==> config.mk <==
export PLATFORM = sky130hd
export DESIGN_NAME = vred_seq
export DESIGN_NICKNAME = d
export VERILOG_FILES = /design/src/rtl/vred_seq.sv
export SDC_FILE = /design/constraint.sdc
export NUM_CORES = 1
export LEC_CHECK = 0
export ABC_AREA = 1
export BUFFER_PORTS_ARGS = -buffer_cell sky130_fd_sc_hd__buf_2
export CAP_MARGIN = 20
export CORE_AREA = 2 2 161 163
export DETAILED_ROUTE_END_ITERATION = 8
export DIE_AREA = 0 0 163 165
export PLACE_DENSITY_LB_ADDON = 0.05
export SLEW_MARGIN = 40
export SYNTH_ARGS = -nofsm -noshare
export SYNTH_HDL_FRONTEND = slang
export SYNTH_SLANG_ARGS = --single-unit
==> constraint.sdc <==
create_clock -name clk -period 5.45 [get_ports clk]
set_input_delay 0.2725 -clock clk [delete_from_list [all_inputs] [get_ports clk]]
set_output_delay 0.2725 -clock clk [all_outputs]
set_load 0.005 [all_outputs]
==> src/rtl/vred_seq.sv <==
// vred_seq: reduction sequencer in front of the vector AND/OR/XOR reduction pipeline.
// Accepts one command, reads the vs2 register group one beat per cycle, fills tail elements of
// the last beat with the operation identity, and holds off new commands until red_done.
//
// Ports:
//   clk, rst                      clock, synchronous active-high reset
//   cmd_valid/cmd_ready           command handshake (ready only while idle)
//   cmd_opsel/sew/vl/vs2_addr/vs1/vd_addr  command fields
//   rf_rd_en/rf_rd_addr           register-file read request
//   rf_rd_data                    read data, valid one cycle after rf_rd_en
//   red_valid/start/end           beat qualifiers to the reduction pipeline
//   red_vec0/red_vec1             masked vs2 beat / captured scalar operand
//   red_opsel/red_sew/red_addr    captured command fields
//   red_done                      reduction pipeline completion
//   busy                          sequencer not idle
module vred_seq #(
  parameter int unsigned DATA_WIDTH = 64,
  parameter int unsigned ADDR_WIDTH = 32,
  parameter int unsigned VL_WIDTH   = 11
) (
  input  logic                  clk,
  input  logic                  rst,
  input  logic                  cmd_valid,
  output logic                  cmd_ready,
  input  logic [1:0]            cmd_opsel,
  input  logic [1:0]            cmd_sew,
  input  logic [VL_WIDTH-1:0]   cmd_vl,
  input  logic [ADDR_WIDTH-1:0] cmd_vs2_addr,
  input  logic [DATA_WIDTH-1:0] cmd_vs1,
  input  logic [ADDR_WIDTH-1:0] cmd_vd_addr,
  output logic                  rf_rd_en,
  output logic [ADDR_WIDTH-1:0] rf_rd_addr,
  input  logic [DATA_WIDTH-1:0] rf_rd_data,
  output logic                  red_valid,
  output logic                  red_start,
  output logic                  red_end,
  output logic [DATA_WIDTH-1:0] red_vec0,
  output logic [DATA_WIDTH-1:0] red_vec1,
  output logic [1:0]            red_opsel,
  output logic [1:0]            red_sew,
  output logic [ADDR_WIDTH-1:0] red_addr,
  input  logic                  red_done,
  output logic                  busy
);

  localparam int unsigned NumBytes = DATA_WIDTH / 8;

  typedef enum logic [1:0] {StIdle = 2'd0, StRead = 2'd1, StWait = 2'd2} state_e;

  state_e state_q, state_d;

  // Captured command
  logic [1:0]            opsel_q, sew_q;
  logic [VL_WIDTH-1:0]   nbeats_q, k_q;
  logic [3:0]            rem_q;
  logic [ADDR_WIDTH-1:0] vs2_q, vd_q;
  logic [DATA_WIDTH-1:0] vs1_q;

  // Delay line travelling alongside each read
  logic       beat_valid_q, beat_first_q, beat_last_q;
  logic [3:0] beat_rem_q;

  logic                  accept, rd_last;
  logic [3:0]            epb;
  logic [1:0]            epb_shift;
  logic [VL_WIDTH:0]     vl_round;
  logic [VL_WIDTH-1:0]   cmd_nbeats, cmd_rem_full;
  logic [DATA_WIDTH-1:0] keep, ident;

  // epb = 8 >> sew = 2^(3-sew), so dividing by epb is a right shift by 3-sew.
  assign epb          = 4'd8 >> cmd_sew;
  assign epb_shift    = 2'd3 - cmd_sew;
  assign vl_round     = {1'b0, cmd_vl} + (VL_WIDTH+1)'(epb - 4'd1);
  assign cmd_nbeats   = (cmd_vl == '0) ? VL_WIDTH'(1) : VL_WIDTH'(vl_round >> epb_shift);
  assign cmd_rem_full = cmd_vl - ((cmd_nbeats - VL_WIDTH'(1)) << epb_shift);

  // Illegal opsel completes the handshake but never leaves idle.
  assign accept  = cmd_valid && (state_q == StIdle) && (cmd_opsel != 2'b00);
  assign rd_last = (k_q == nbeats_q - VL_WIDTH'(1));

  always_ff @(posedge clk) begin
    if (rst) begin
      state_q <= StIdle;
    end else begin
      state_q <= state_d;
    end
  end

  always_comb begin
    state_d = state_q;
    unique case (state_q)
      StIdle:  if (accept)   state_d = StRead;
      StRead:  if (rd_last)  state_d = StWait;
      StWait:  if (red_done) state_d = StIdle;
      default:               state_d = StIdle;
    endcase
  end

  always_comb begin
    cmd_ready  = (state_q == StIdle);
    busy       = (state_q != StIdle);
    rf_rd_en   = (state_q == StRead);
    rf_rd_addr = rf_rd_en ? (vs2_q + ADDR_WIDTH'(k_q)) : '0;
  end

  always_ff @(posedge clk) begin
    if (rst) begin
      opsel_q      <= '0;
      sew_q        <= '0;
      nbeats_q     <= '0;
      rem_q        <= '0;
      vs2_q        <= '0;
      vs1_q        <= '0;
      vd_q         <= '0;
      k_q          <= '0;
      beat_valid_q <= 1'b0;
      beat_first_q <= 1'b0;
      beat_last_q  <= 1'b0;
      beat_rem_q   <= '0;
    end else begin
      if (accept) begin
        opsel_q  <= cmd_opsel;
        sew_q    <= cmd_sew;
        nbeats_q <= cmd_nbeats;
        rem_q    <= 4'(cmd_rem_full);
        vs2_q    <= cmd_vs2_addr;
        vs1_q    <= cmd_vs1;
        vd_q     <= cmd_vd_addr;
        k_q      <= '0;
      end else if (rf_rd_en) begin
        k_q <= k_q + VL_WIDTH'(1);
      end
      beat_valid_q <= rf_rd_en;
      beat_first_q <= rf_rd_en && (k_q == '0);
      beat_last_q  <= rf_rd_en && rd_last;
      beat_rem_q   <= rf_rd_en ? rem_q : 4'd0;
    end
  end

  // Byte b belongs to element b >> sew; elements at or past rem on the last beat become identity.
  always_comb begin
    keep = '1;
    for (int b = 0; b < NumBytes; b++) begin
      if (beat_last_q && ((4'(b) >> sew_q) >= beat_rem_q)) begin
        keep[8*b +: 8] = 8'h00;
      end
    end
    ident    = (opsel_q == 2'b01) ? '1 : '0;
    red_vec0 = beat_valid_q ? ((rf_rd_data & keep) | (ident & ~keep)) : '0;
  end

  assign red_valid = beat_valid_q;
  assign red_start = beat_first_q;
  assign red_end   = beat_last_q;
  assign red_vec1  = vs1_q;
  assign red_opsel = opsel_q;
  assign red_sew   = sew_q;
  assign red_addr  = vd_q;

endmodule

* After elaboration in Yosys (flattened, before gate mapping) *
Cells that the tools add are included.

word-level totals
  output and inout bits = 202
  register bits = 167

cells by class
  muxes and demuxes = 16
  shift operators = 11
  equal/unequal tests = 7
  add/subtract/negate cells = 8
  order comparisons = 8
  bitwise logic cells = 5
  reduce and logical (&&, ||, !) cells = 20

operator list
  kind                     count
  $and A64 B64 Y64         2
  $mux W64                 2
  $mux W8                  8
  $not A64 Y64             1
  $or A64 B64 Y64          1
  $add A32 B11 Y32         1
  $ge A4 B4 Y1             8
  $mux W32                 1
  $logic_not A11 Y1        2
  $sub A11 B1 Y11 const B  2
  $shr A3 B2 Y4 const A    4
  $add A11 B12 Y12         1
  $logic_and A1 B1 Y1      12
  $shr A12 B2 Y11          1
  $add A11 B1 Y11 const B  1
  $eq A11 B11 Y1           1
  $mux W11                 1
  $shl A11 B2 Y4           1
  $shr A1 B2 Y4 const A    2
  $shr A2 B2 Y4 const A    2
  $mux W2                  3
  $pmux W2 S3              1
  $sub A4 B1 Y5 const B    1
  $eq A2 B1 Y1 const B     2
  11 further kinds         14

* Longest topological paths before layout *
Gate-level depths: netlist (run 1).

  depth in word-level cells = 8
  mapped depth = 25
  mapped depth without buffers = 25

* Least setup slack after synthesis (run 1) *
No wires, ideal clock.

  path kind = input to register
  from = input port cmd_sew[1]
  to = register rem_q[3]
  setup time = 0.113 ns
  stages on the path = 21
  data arrival time = 3.235 ns
  setup slack = 2.102 ns
  buffers on the path = 1
  data required time = 5.337 ns
  cell sequence = buf_4 -> nand2_1 -> ha_1 -> fa_1 -> xnor2_1 -> nand2_1 -> nand3_1 -> nand2_1 -> nand2_1 -> inv_1 -> ha_1 -> a21oi_1 -> o21ai_0 -> ha_1 -> a21oi_1 -> nand2_1 -> xor2_1 -> inv_1 -> nand3_1 -> nand3_1 -> nand2_1

on the way
  longest elaborated chain between the ends = 8

RTL lines
  element               RTL line  text
  start, declared       26        input logic [1:0] cmd_sew,
  $shr A4 B2 Y4         71        assign epb = 4'd8 >> cmd_sew;
  $sub A4 B1 Y5         73        assign vl_round = {1'b0, cmd_vl} + (VL_WIDTH+1)'(epb - 4'd1);
  $add A11 B12 Y12      73
  $shr A12 B2 Y11       74        assign cmd_nbeats = (cmd_vl == '0) ? VL_WIDTH'(1) : VL_WIDTH'(vl_round >> epb_shift);
  $mux W11              74
  $sub A11 B1 Y11       75        assign cmd_rem_full = cmd_vl - ((cmd_nbeats - VL_WIDTH'(1)) << epb_shift);
  $shl A11 B2 Y4 (*)    75
  $sub A4 B4 Y4 (*)     75
  end signal, assigned  125       rem_q <= 4'(cmd_rem_full);
  end, declared         55        logic [3:0] rem_q;

Every way passes the cells marked *; elsewhere a longest branch is shown, timed or not.
A chain may end at the register's enable or synchronous reset.

* Final worst setup path (run 1) *
  from = input port cmd_sew[0]
  to = register rem_q[3]

Same word-level chain as after synthesis.

==> results.md, run 1 <==
* Max_slew headroom at 0.501
* Hold WC Path Type: in2reg
* Max Freq at approximately 0.27 GHz
* Avg WL per Cell at ~15 um
* Worst-Skew Late Latency at approximately 0.43 ns
* Drt drc at 0
* Final setup fails at 0
* CTS tree: yes
* Global-route wire length before repair at between 40000 and 50000 um
* Grt ovf at 0
* PwrDens at 281 nW/um^2
* Port bufs at 412
* H-tree depth at 4
* Final Cycle Share at 0.669
* Final WS setup at 1.80 ns
* Number of global-route vias before repair at ~8400
* GP Congestion at around 0.81
* Post-CTS Resized at 0
* DRT Wirelength at between 20000 and 30000 um
* Synthesized net count at roughly 1400
* CTS Buffer Depth at 2
* DRT iter0 DRCs at approximately 540
* Setup crit start: cmd_sew[0]
* Yosys top cell by area: dfxtp_1
* Clock transition at path regs at around 0.080 ns
* Initial antenna violation count at 3
* Final Skew at around 0.011 ns
* Nets@finish at around 1800
* Fin util at 0.470
* Inserted Clock Buffers at 17
* Row cnt at slightly below 60
* Worst R2R Setup Slack at 2.88 ns
* Crit end category: flop
* Worst EP required at slightly below 6 ns
* Number of synthesized flops with an enable pin at 0
* Least-Margin Pin Slew at ~0.75 ns
* Hold-fix buffer count after cts at 0
* Post-synthesis sequential area ratio at 0.380
* R2R Path End: red_vec1[23]
* Pleak at 5.84 nW
* Post-Syn Area per Cell at ~8 sq um
* Die width at ~160 um
* Worst setup path end: rem_q[3]
* HPWL Detailed at 21800 um
* Post-route minimum period at between 3 and 4 ns
* Die height at between 150 and 200 um
* Initial core utilization at 0.351
* Yosys Warn Count at 0
* Setup TNS at 0 ns
* Clk root buf: clkbuf_16
* Synthesized area at ~8800 sq um
* Area delta synth->final at 33.9%
* #FFs+latches synth at approximately 170
* DRT Pass-1 Iters at 5
* Die footprint at between 20000 and 30000 sq um
* Synth top area share at 0.380
* Synthesized instance count at about 1100
* Vias at ~9000
* R2R depth at 6
* Dpl ws at between 1 and 1.5 ns
* Critical path arrival at about 4.0 ns
* Total GRT Usage at 0.201
* Clock Sinks at roughly 170
* Max-Cap Viols at 0
* Final antenna-violating net count at 0
* Share of flip-flops with an asynchronous set or reset at 0
* Core area at 25000 sq um
* Via/cell ratio at a little under 5
* VDD IR max at 207 uV
* Top_reg_cell synth: dfxtp_1
* Synth area leaders: dfxtp_1 38%, a22o_1 11%, nand2_1 6.6%
* Ports at around 410
* Worst hold margin at 0.0457 ns
* Critical path class: in2reg
* Largest net degree at the start of global routing at 92
* Unrepaired setup endpoints after global routing: false
* Final Hold Fails at 0
* Setup bufs post-CTS at 0
* Hold path cells at 3
* Critical path peak fanout at 16
* Layout cell share with drive strength beyond 1 at 0.326
* R2R Path Start: state_q[1]
* Startpoint Class: primary input
* Distinct cell type count after synthesis at slightly below 50
* Status: complete, no violations
* Final Max Tran Viols at 0
cell type report:
type,instances,area [sq um]
diodes,4,10.0
clock buffers,17,425
clock inverters,15,201
fillers,2561,13300
inverters,129,489
multi-input cells,789,4770
flip-flops and latches,167,3340
well taps,330,413
repair buffers,416,2110
flip-flops by register name (all words and copies together) (netlist names):
| register | cells |
|---|---|
| red_opsel | 2 |
| k_q | 11 |
| red_start | 1 |
| rem_q | 4 |
| nbeats_q | 11 |
| red_addr | 32 |
| red_vec1 | 64 |
| state_q | 2 |
| beat_rem_q | 4 |
| red_sew | 2 |
| vs2_q | 32 |
| red_end | 1 |
| red_valid | 1 |
cell usage in the layout, fill, tap and decap left out, types with 8 or more instances in the layout:
cell       synthesis  layout
dfxtp_1          167     166
clkbuf_16          0      17
xnor2_1            8       8
o21ai_1           13      13
inv_1            114     114
nor2_1           119     119
inv_2             13      12
o22ai_1            8       8
o21ai_0           47      47
nor3_2             9       9
a22o_1           111     111
xor2_1            18      18
nand2_1          154     154
buf_2             15     412
nor3_1            15      15
ha_1              45      45
a21oi_1          115     115
nand3_1           56      56
per-layer routing:
layer	track usage	routed length [um]
met1	0.243	12400
met2	0.357	14000
met3	0.0460	1800
met4	0.0595	371
met5	0	0
cells in the mapped netlist, types with 18 or more instances:
| cell type | instances |
|---|---|
| ha_1 | 45 |
| a22o_1 | 111 |
| nand3_1 | 56 |
| a21oi_1 | 115 |
| nor2_1 | 119 |
| clkbuf_1 | 20 |
| o21ai_0 | 47 |
| xor2_1 | 18 |
| inv_1 | 114 |
| dfxtp_1 | 167 |
| nand2_1 | 154 |
critical path, cell delays in order:
cell and delay, ns:
buf_2 0.17, inv_1 0.36, nand2_1 0.17, ha_1 0.36, fa_1 0.44, xnor2_1 0.21, nand2_1 0.09, nand3_1 0.09
nand2_1 0.07, nand2_1 0.14, inv_1 0.08, ha_1 0.33, a21oi_1 0.15, o21ai_0 0.09, ha_1 0.32, a21oi_1 0.13
nand2_1 0.07, xor2_1 0.15, inv_1 0.06, nand3_1 0.07, nand3_1 0.08, nand2_1 0.05
worst min-delay path by stage:
stage,startpoint,endpoint
floorplan,rst,state_q[0]
global placement,rem_q[3],beat_rem_q[3]
detailed placement,rem_q[3],beat_rem_q[3]
CTS,cmd_vs2_addr[13],vs2_q[13]
global route,cmd_vs1[50],red_vec1[50]
finish,cmd_vs2_addr[13],vs2_q[13]
kinds of logic (layout without fill, tap and decap cells):
| family | after synthesis | count (layout) | synth area share |
|---|---|---|---|
| flops | 167 | 167 | 0.380 |
| compound gates | 318 | 318 | 0.238 |
| fa+ha+maj | 48 | 48 | 0.0709 |
| other cells | 1 | 5 | 0.000427 |
| buf+inv | 172 | 577 | 0.0769 |
| simple gates | 396 | 396 | 0.207 |
| xor+xnor | 26 | 26 | 0.0259 |
power by group:
| part | internal (mW) | switching (mW) |
|---|---|---|
| combinational | 0.290 | 0.383 |
| sequential | 1.31 | 0.0548 |
| clock | 0.670 | 0.599 |
| total | 2.27 | 1.04 |
per-stage QoR:
| step | power [mW] | instance area, sq um | instances |
|---|---|---|---|
| 3_3_place_gp | 2.06 | 11100 | 1830 |
| 4_1_cts | 3.34 | 11800 | 1863 |
| 2_1_floorplan | 1.80 | 8790 | 1128 |
| 6_report | 3.31 | 11800 | 1867 |
| 5_1_grt | 3.49 | 11800 | 1866 |
| 3_5_place_dp | 2.06 | 11100 | 1831 |
Note: power is estimated with default switching activity, not from simulation.
==> run 2, diff against run 1 <==
- clock period: 5.45 -> 3.6 ns (I/O delays scaled with it)
==> run 2 against run 1 <==
Critical path depth is the same. First-iteration DRC count shrank 14%. Die area is the same. Utilization up 5.5 points. Flip-flop and latch count unchanged. Sequential share of layout area decreased by 3.0 points. Largest power group unchanged. Sequential power rose by 51%.
==> results.md, run 2 (synthesis gave the netlist of run 1 again) <==
* Max-Cap Viols at 0 (unchanged)
* Combinational Power Share at 0.224 (+0.020)
* Slowest CP cell: fa_1
* Worst min-delay path startpoint: cmd_vs2_addr[27]
* Critical path class: in2reg
* Worst R2R Setup Slack at 1.48 ns (-1.40 ns)
* Sw Ratio at 0.311 (-0.00310)
* DRT Wirelength at 29700 um (+4.4%)
* Max Freq at approximately 0.33 GHz
* Setup crit start: cmd_sew[0]
* Number of global-route vias before repair at 8994 (+7.5%)
* Post-CTS Resized at 0 (unchanged)
* Die footprint at 26900 sq um (unchanged)
* R2R depth at 11 (+5)
* Met1 Use GR at 0.253 (+0.0102)
* Worst hold margin at 0.0241 ns (-0.0216 ns)
* Initial core utilization at 0.351 (unchanged)
* Die height at 165 um (unchanged)
* Die width at 163 um (unchanged)
* Total GRT Usage at 0.211 (+0.00952)
* Port bufs at 412 (unchanged)
* Slowest stage delay, CP at 0.44 ns (about the same)
* Final Max Tran Viols at 0 (unchanged)
* Global-route wire length before repair at 45600 um (+5.6%)
* Hold EP: vs2_q[27]
* Clk root buf: clkbuf_16
* Initial antenna violation count at 1 (-2)
* Int Pwr at 3.55 mW (+57%)
* NetSw at 1.60 mW (+54%)
* Hold path cells at 3 (unchanged)
* Least-Margin Pin Slew at 0.669 ns (-0.0798 ns)
* Final Hold Fails at 0 (unchanged)
* Startpoint Class: primary input
* DRT Pass-1 Iters at 5 (unchanged)
* Total power at 5.15 mW (+56%)
* Hold WC Path Type: in2reg
* Cells along the critical path: buf_2 > inv_1 > nand2_1 > ha_1 > fa_1 > xnor2_1 > nand2_1 > nand3_1 > nand2_1 > nand2_1 > inv_1 > ha_1 > a21oi_1 > o21ai_0 > ha_1 > a21oi_1 > nand2_1 > xor2_1 > inv_1 > nand3_1 > nand3_1 > nand2_1
* CP Buf/Inv Count at 4 (unchanged)
* Crit end category: flop
* Critical path's top delay family: adder cells
* Inserted Clock Buffers at 17 (unchanged)
* Avg WL per Cell at 14.9 um (-2.5%)
* Clock transition at path regs at 0.07 ns (about the same)
* HPWL Detailed at 21800 um (about the same)
* Final WS setup at 0.560 ns (-1.24 ns)
* Critical path arrival at 3.36 ns (-0.60 ns)
* Largest net degree at the start of global routing at 131 (+42%)
* CTS tree: yes
* Area delta synth->final at 49.4%
* Drt drc at 0 (unchanged)
* Layout Cells excl Fill at 2000 (+7.1%)
* CTS Buffer Depth at 2 (unchanged)
* Nets@finish at 1915 (+7.6%)
* Crit-path most repeated cell: nand2_1
* DRT iter0 DRCs at 463 (-14%)
* R2R Path Start: state_q[0]
* Setup TNS at 0 ns (unchanged)
* Critical path peak fanout at 4 (-12)
* Clock Sinks at 167 (unchanged)
* Row cnt at 58 (unchanged)
* Placed cells at 1839 (+0.44%)
* H-tree depth at 4 (unchanged)
* Fillers at 2417 (-5.6%)
* Via/cell ratio at 4.77 (-1.4%)
* Status: complete, no violations
* GR Util met2 at 0.383 (+0.0268)
* Final Skew at 0.0137 ns (+0.00226 ns)
* GR peak layer: met2
* Dpl ws at 0.122 ns (-1.24 ns)
* Max_slew headroom at 0.554 (+0.0532)
* GP Congestion at 0.822 (+1.4%)
* Worst EP required at 3.92 ns (-1.85 ns)
* Final Cycle Share at 0.844
* Final antenna-violating net count at 0 (unchanged)
* Most common cell after layout, fill and taps aside: buf_2
* Post-route minimum period at 3.04 ns
* Placement Cell Area at 11200 sq um (+0.66%)
* Fin util at 0.524 (+0.0546)
* Final setup fails at 0 (unchanged)
* PwrDens at 392 nW/um^2 (+40%)
* Clk pwr share at 0.376 (-0.008)
* Largest register FFs at 64 (unchanged)
* WP depth at 22 (unchanged)
* Met3 usage at 0.0447 (-0.00126)
* Commonest non-fill, non-tap cells in the layout: 412 x buf_2, 167 x dfxtp_1, 154 x nand2_1
* Ports at 413 (unchanged)
* R2R Path End: k_q[10]
* Layout cell share with drive strength beyond 1 at 0.303 (-0.0223)
* Vias at 9537 (+5.6%)
* Unrepaired setup endpoints after global routing: false
* VDD IR max at 277 uV (+34%)
* Pleak at 6.43 nW (+10%)
* Grt ovf at 0 (unchanged)
* Core area at 25000 sq um (unchanged)
* Post-route cell area at 13100 sq um (+12%)
* Worst-Skew Late Latency at 0.43 ns (about the same)
* Sequential share of power at 0.400 (-0.012)
==> run 2: worst max path at each step <==
stage                to  slack [ns]
6_report       rem_q[3]        0.56
5_1_grt        rem_q[3]        0.23
4_1_cts        rem_q[3]        0.57
3_5_place_dp   rem_q[3]        0.12
3_3_place_gp   rem_q[3]        0.18
2_1_floorplan  rem_q[3]        0.34
==> run 2: repair_timing <==
action | CTS | global route
buffers inserted | 0 | 0
hold buffers | 128 | 0
endpoints found under the hold margin | 128 | 0
==> run 2: area by class of cell <==
class | count | area [sq um] | area share
inverter | 129 | 487 | 0.0371
tap | 330 | 413 | 0.0314
antenna | 1 | 2.50 | 0.000191
sequential | 167 | 3340 | 0.255
multi-input combinational | 789 | 4770 | 0.363
timing repair buffer | 552 | 3470 | 0.264
clock inverter | 15 | 220 | 0.0168
clock buffer | 17 | 425 | 0.0324
==> run 2: power groups by stage <==
| stage | clock network, mW | logic (mW) | registers (mW) |
|---|---|---|---|
| 3_5_place_dp | 0 | 1.05 | 2.10 |
| 6_report | 1.94 | 1.15 | 2.06 |
| 4_1_cts | 1.99 | 1.16 | 2.06 |
| 2_1_floorplan | 0 | 0.630 | 2.10 |
| 3_3_place_gp | 0 | 1.04 | 2.10 |
| 5_1_grt | 2.09 | 1.30 | 2.08 |
==> run 2: layer usage <==
metal	part of all wire	up-vias	wire, um
met1	0.43	4277	12700
met5	0	-	0
li1	-	4928	-
met4	0.013	0	386
met2	0.50	308	14900
met3	0.059	24	1750
==> run 2: tightest hold or removal path, stage by stage <==
cell and delay [ns]:
buf_2 0.11, nand2_1 0.05, o21ai_0 0.06
==> run 3, diff against run 2 <==
- ABC_AREA: 1 -> 0
- CORE_AREA: 2 2 161 163 -> 2 2 159 161
- DIE_AREA: 0 0 163 165 -> 0 0 161 163
- clock period: 3.6 -> 2.6 ns (I/O delays scaled with it)
==> run 3 against run 2 <==
The flow now finishes with violations (setup timing). Synthesized area grew 8.2%. Routed wire length is 11% higher. Sequential power is 37% higher. Power up 40%.
==> results.md, run 3 <==
* Status: complete, but fails checks
* Failing checks: setup timing
* Layout Cells excl Fill at 2210 (+11%)
* DRT iter0 DRCs at 596 (+29%)
* Drt drc at 0 (unchanged)
* Yosys top cell by area: dfxtp_1
* Row cnt at 58 (unchanged)
* VDD IR max at 414 uV (+49%)
* Global-route wire length before repair at 51900 um (+14%)
* XOR/XNOR share of the synthesized area at 0.0534 (+0.0275)
* Worst EP required at 2.96 ns (-0.96 ns)
* CTS Buffer Depth at 2 (unchanged)
* Final Cycle Share at 1.15
* Commonest non-fill, non-tap cells in the layout: 409 x buf_2, 292 x nand2_1, 158 x dfxtp_1
* Synth top area share at 0.352 (-0.0288)
* DRT Pass-1 Iters at 7 (+2)
* Distinct cell type count after synthesis at 66 (+35%)
* Synthesized area at 9510 sq um (+8.2%)
* Largest net degree at the start of global routing at 86 (-34%)
* Multiplexer share of the synthesized area at 0.0155 (+0.0155)
* Nets@finish at 2125 (+11%)
* Startpoint Class: primary input
* Layout cell share with drive strength beyond 1 at 0.366 (+0.0630)
* Most frequent cells after synthesis: 295 x nand2_1, 167 x dfxtp_1, 160 x a21oi_1
* Total GRT Usage at 0.240 (+0.0288)
* M1 WL at 14100 um (+11%)
* Max_slew headroom at 0.521 (-0.0332)
* Final Skew at 0.0156 ns (+0.00187 ns)
* Largest family of logic cells by synthesized area: compound AO/OA/AOI/OAI gates
* Post-route minimum period at ~3 ns
* PwrDens at 479 nW/um^2 (+22%)
* Setup crit start: cmd_sew[0]
* Avg WL per Cell at 14.9 um (about the same)
* Worst min-delay path startpoint: cmd_vs2_addr[2]
* Max Freq at roughly 0.34 GHz
* Core area at 24700 sq um (-1.4%)
* Total power at 7.23 mW (+40%)
* Area delta synth->final at 58.9%
* Yosys Warn Count at 0 (unchanged)
* Die height at 163 um (-1.2%)
* Initial antenna violation count at 0 (-1)
* Least-Margin Pin Slew at 0.718 ns (+0.0489 ns)
* Adder-Cell Fraction of Synth Area at 0.0655 (-0.00536)
* Placed cells at 2026 (+10%)
* Max-Cap Viols at 0 (unchanged)
* CTS tree: yes
* Synth area leaders: dfxtp_1 35%, nand2_1 12%, a21oi_1 8.4%
* Number of global-route vias before repair at 10500 (+17%)
* Share of flip-flops with an asynchronous set or reset at 0 (unchanged)
* Ports at 413 (unchanged)
* Post-Syn Area per Cell at 7.50 sq um (-3.8%)
* Grt ovf at 0 (unchanged)
* R2R Path Start: nbeats_q[3]
* Clock transition at path regs at 0.08 ns (about the same)
* Final WS setup at -0.378 ns (-0.939 ns)
* Vias at 10900 (+14%)
* DR WL met2 at 15900 um (+7.1%)
* Largest register FFs at 64 (unchanged)
* Final setup fails at 25 (+25)
* Via/cell ratio at 4.93 (+3.3%)
* Setup TNS at -4.63 ns (-4.63 ns)
* Number of synthesized flops with an enable pin at 0 (unchanged)
* Most frequent cell after synthesis: nand2_1
* Critical path class: in2reg
* Dpl ws at -1.02 ns (-1.14 ns)
* Synthesized instance count at 1268 (+12%)
* Port bufs at 412 (unchanged)
* Initial core utilization at 0.385 (+0.0343)
* HPWL Detailed at 23400 um (+7.1%)
* Critical path arrival at 3.34 ns (-0.02 ns)
* Top_reg_cell synth: dfxtp_1
* Clk root buf: clkbuf_16
* Synthesized net count at 1527 (+10%)
* Inserted Clock Buffers at 17 (unchanged)
* Hold WC Path Type: in2reg
* Final Max Tran Viols at 0 (unchanged)
* DRT Wirelength at 32900 um (+11%)
* Crit end category: flop
* Simple-gate share of the synthesized area at 0.229 (+0.0219)
* H-tree depth at 4 (unchanged)
* #FFs+latches synth at 167 (unchanged)
* Die footprint at 26200 sq um (-2.4%)
* Most common cell after layout, fill and taps aside: buf_2
* Compound-cell area share of the yosys netlist at 0.235 (-0.00314)
* Final Hold Fails at 0 (unchanged)
* Clock Sinks at 167 (unchanged)
* Pleak at 6.84 nW (+6.5%)
* GP Congestion at 0.821 (-0.15%)
* Critical path peak fanout at 4 (unchanged)
* Worst-Skew Late Latency at 0.43 ns (about the same)
* Die width at 161 um (-1.2%)
* Top sig layer: met4
* Final antenna-violating net count at 0 (unchanged)
* Met3 WL at 2060 um (+18%)
* Post-synthesis sequential area ratio at 0.352 (-0.0288)
* Unrepaired setup endpoints after global routing: true
[run 3: changes by cell type after synthesis, moves of 27 or more]
cell,before,now
a21boi_0,0,64
a22o_1,111,3
o21ai_0,47,74
nand2_1,154,295
nand3_1,56,19
nor2_1,119,80
inv_1,114,26
clkbuf_1,20,74
a21oi_1,115,160
[run 3: cells by family after synthesis]
logic type | after synthesis
compound gates | 370
xor+xnor | 58
fa+ha+maj | 48
buf+inv | 112
flops | 167
mux | 11
other cells | 1
simple gates | 501
[run 3: path summary, 6_finish.rpt]
path / endpoint / slack [ns] / depth (start not counted)
max: rem_q[3] / -0.38 / 20
min: vs2_q[2] / 0.04 / 3
max reg2reg: state_q[0] / 0.43 / 8
min reg2reg: red_vec1[10] / 0.45 / 2
[run 3: power by group]
group	total [mW]	leakage (nW)	switching, mW	internal [mW]
combinational	1.90	5.18	0.914	0.985
clock	2.51	0.288	1.20	1.31
sequential	2.83	1.37	0.117	2.71
[run 3: critical path, cell delays in order]
cell      delay, ns
buf_12         0.12
clkinv_8       0.04
nand2_4        0.05
ha_4           0.28
inv_2          0.04
ha_4           0.22
a21oi_4        0.18
mux2i_2        0.30
a31oi_2        0.14
nor2_2         0.18
ha_4           0.24
o21ai_2        0.11
nand2_1        0.09
ha_1           0.28
a21o_1         0.17
a21oi_2        0.14
xnor2_1        0.14
nor2_1         0.08
a211o_1        0.27
a211oi_2       0.13
[run 3: layout make-up]
type | count | area, sq um
timing repair buffer | 662 | 4370
clock buffer | 18 | 439
clock inverter | 14 | 154
multi-input combinational | 989 | 6240
sequential | 167 | 3360
inverter | 29 | 124
antenna | 1 | 2.50
fill | 2257 | 9570
tap | 330 | 413
[run 3: per-layer routing]
metal / track usage / up-vias
li1: - / 5522
met1: 0.295 / 4981
met2: 0.415 / 338
met3: 0.0507 / 47
met4: 0.0856 / 0
met5: 0 / -
[run 3: timing repair]
item                                   in CTS  in global routing
buffers inserted                           14                  9
endpoints found under the hold margin     129                  0
resized for setup                          77                 77
cloned                                      1                  0
hold buffers                              129                  0
pin swaps                                  63                 41
setup endpoints to repair                  65                 76
[run 3: metrics by stage]
step	util	hold slack, ns	cell area (sq um)
after global routing	0.612	0.0226	15100
final	0.612	0.0394	15100
after detailed placement	0.508	0.376	12500
after floorplan	-	0.266	9670
after global placement	0.508	0.370	12500
after CTS	0.600	0.00348	14800
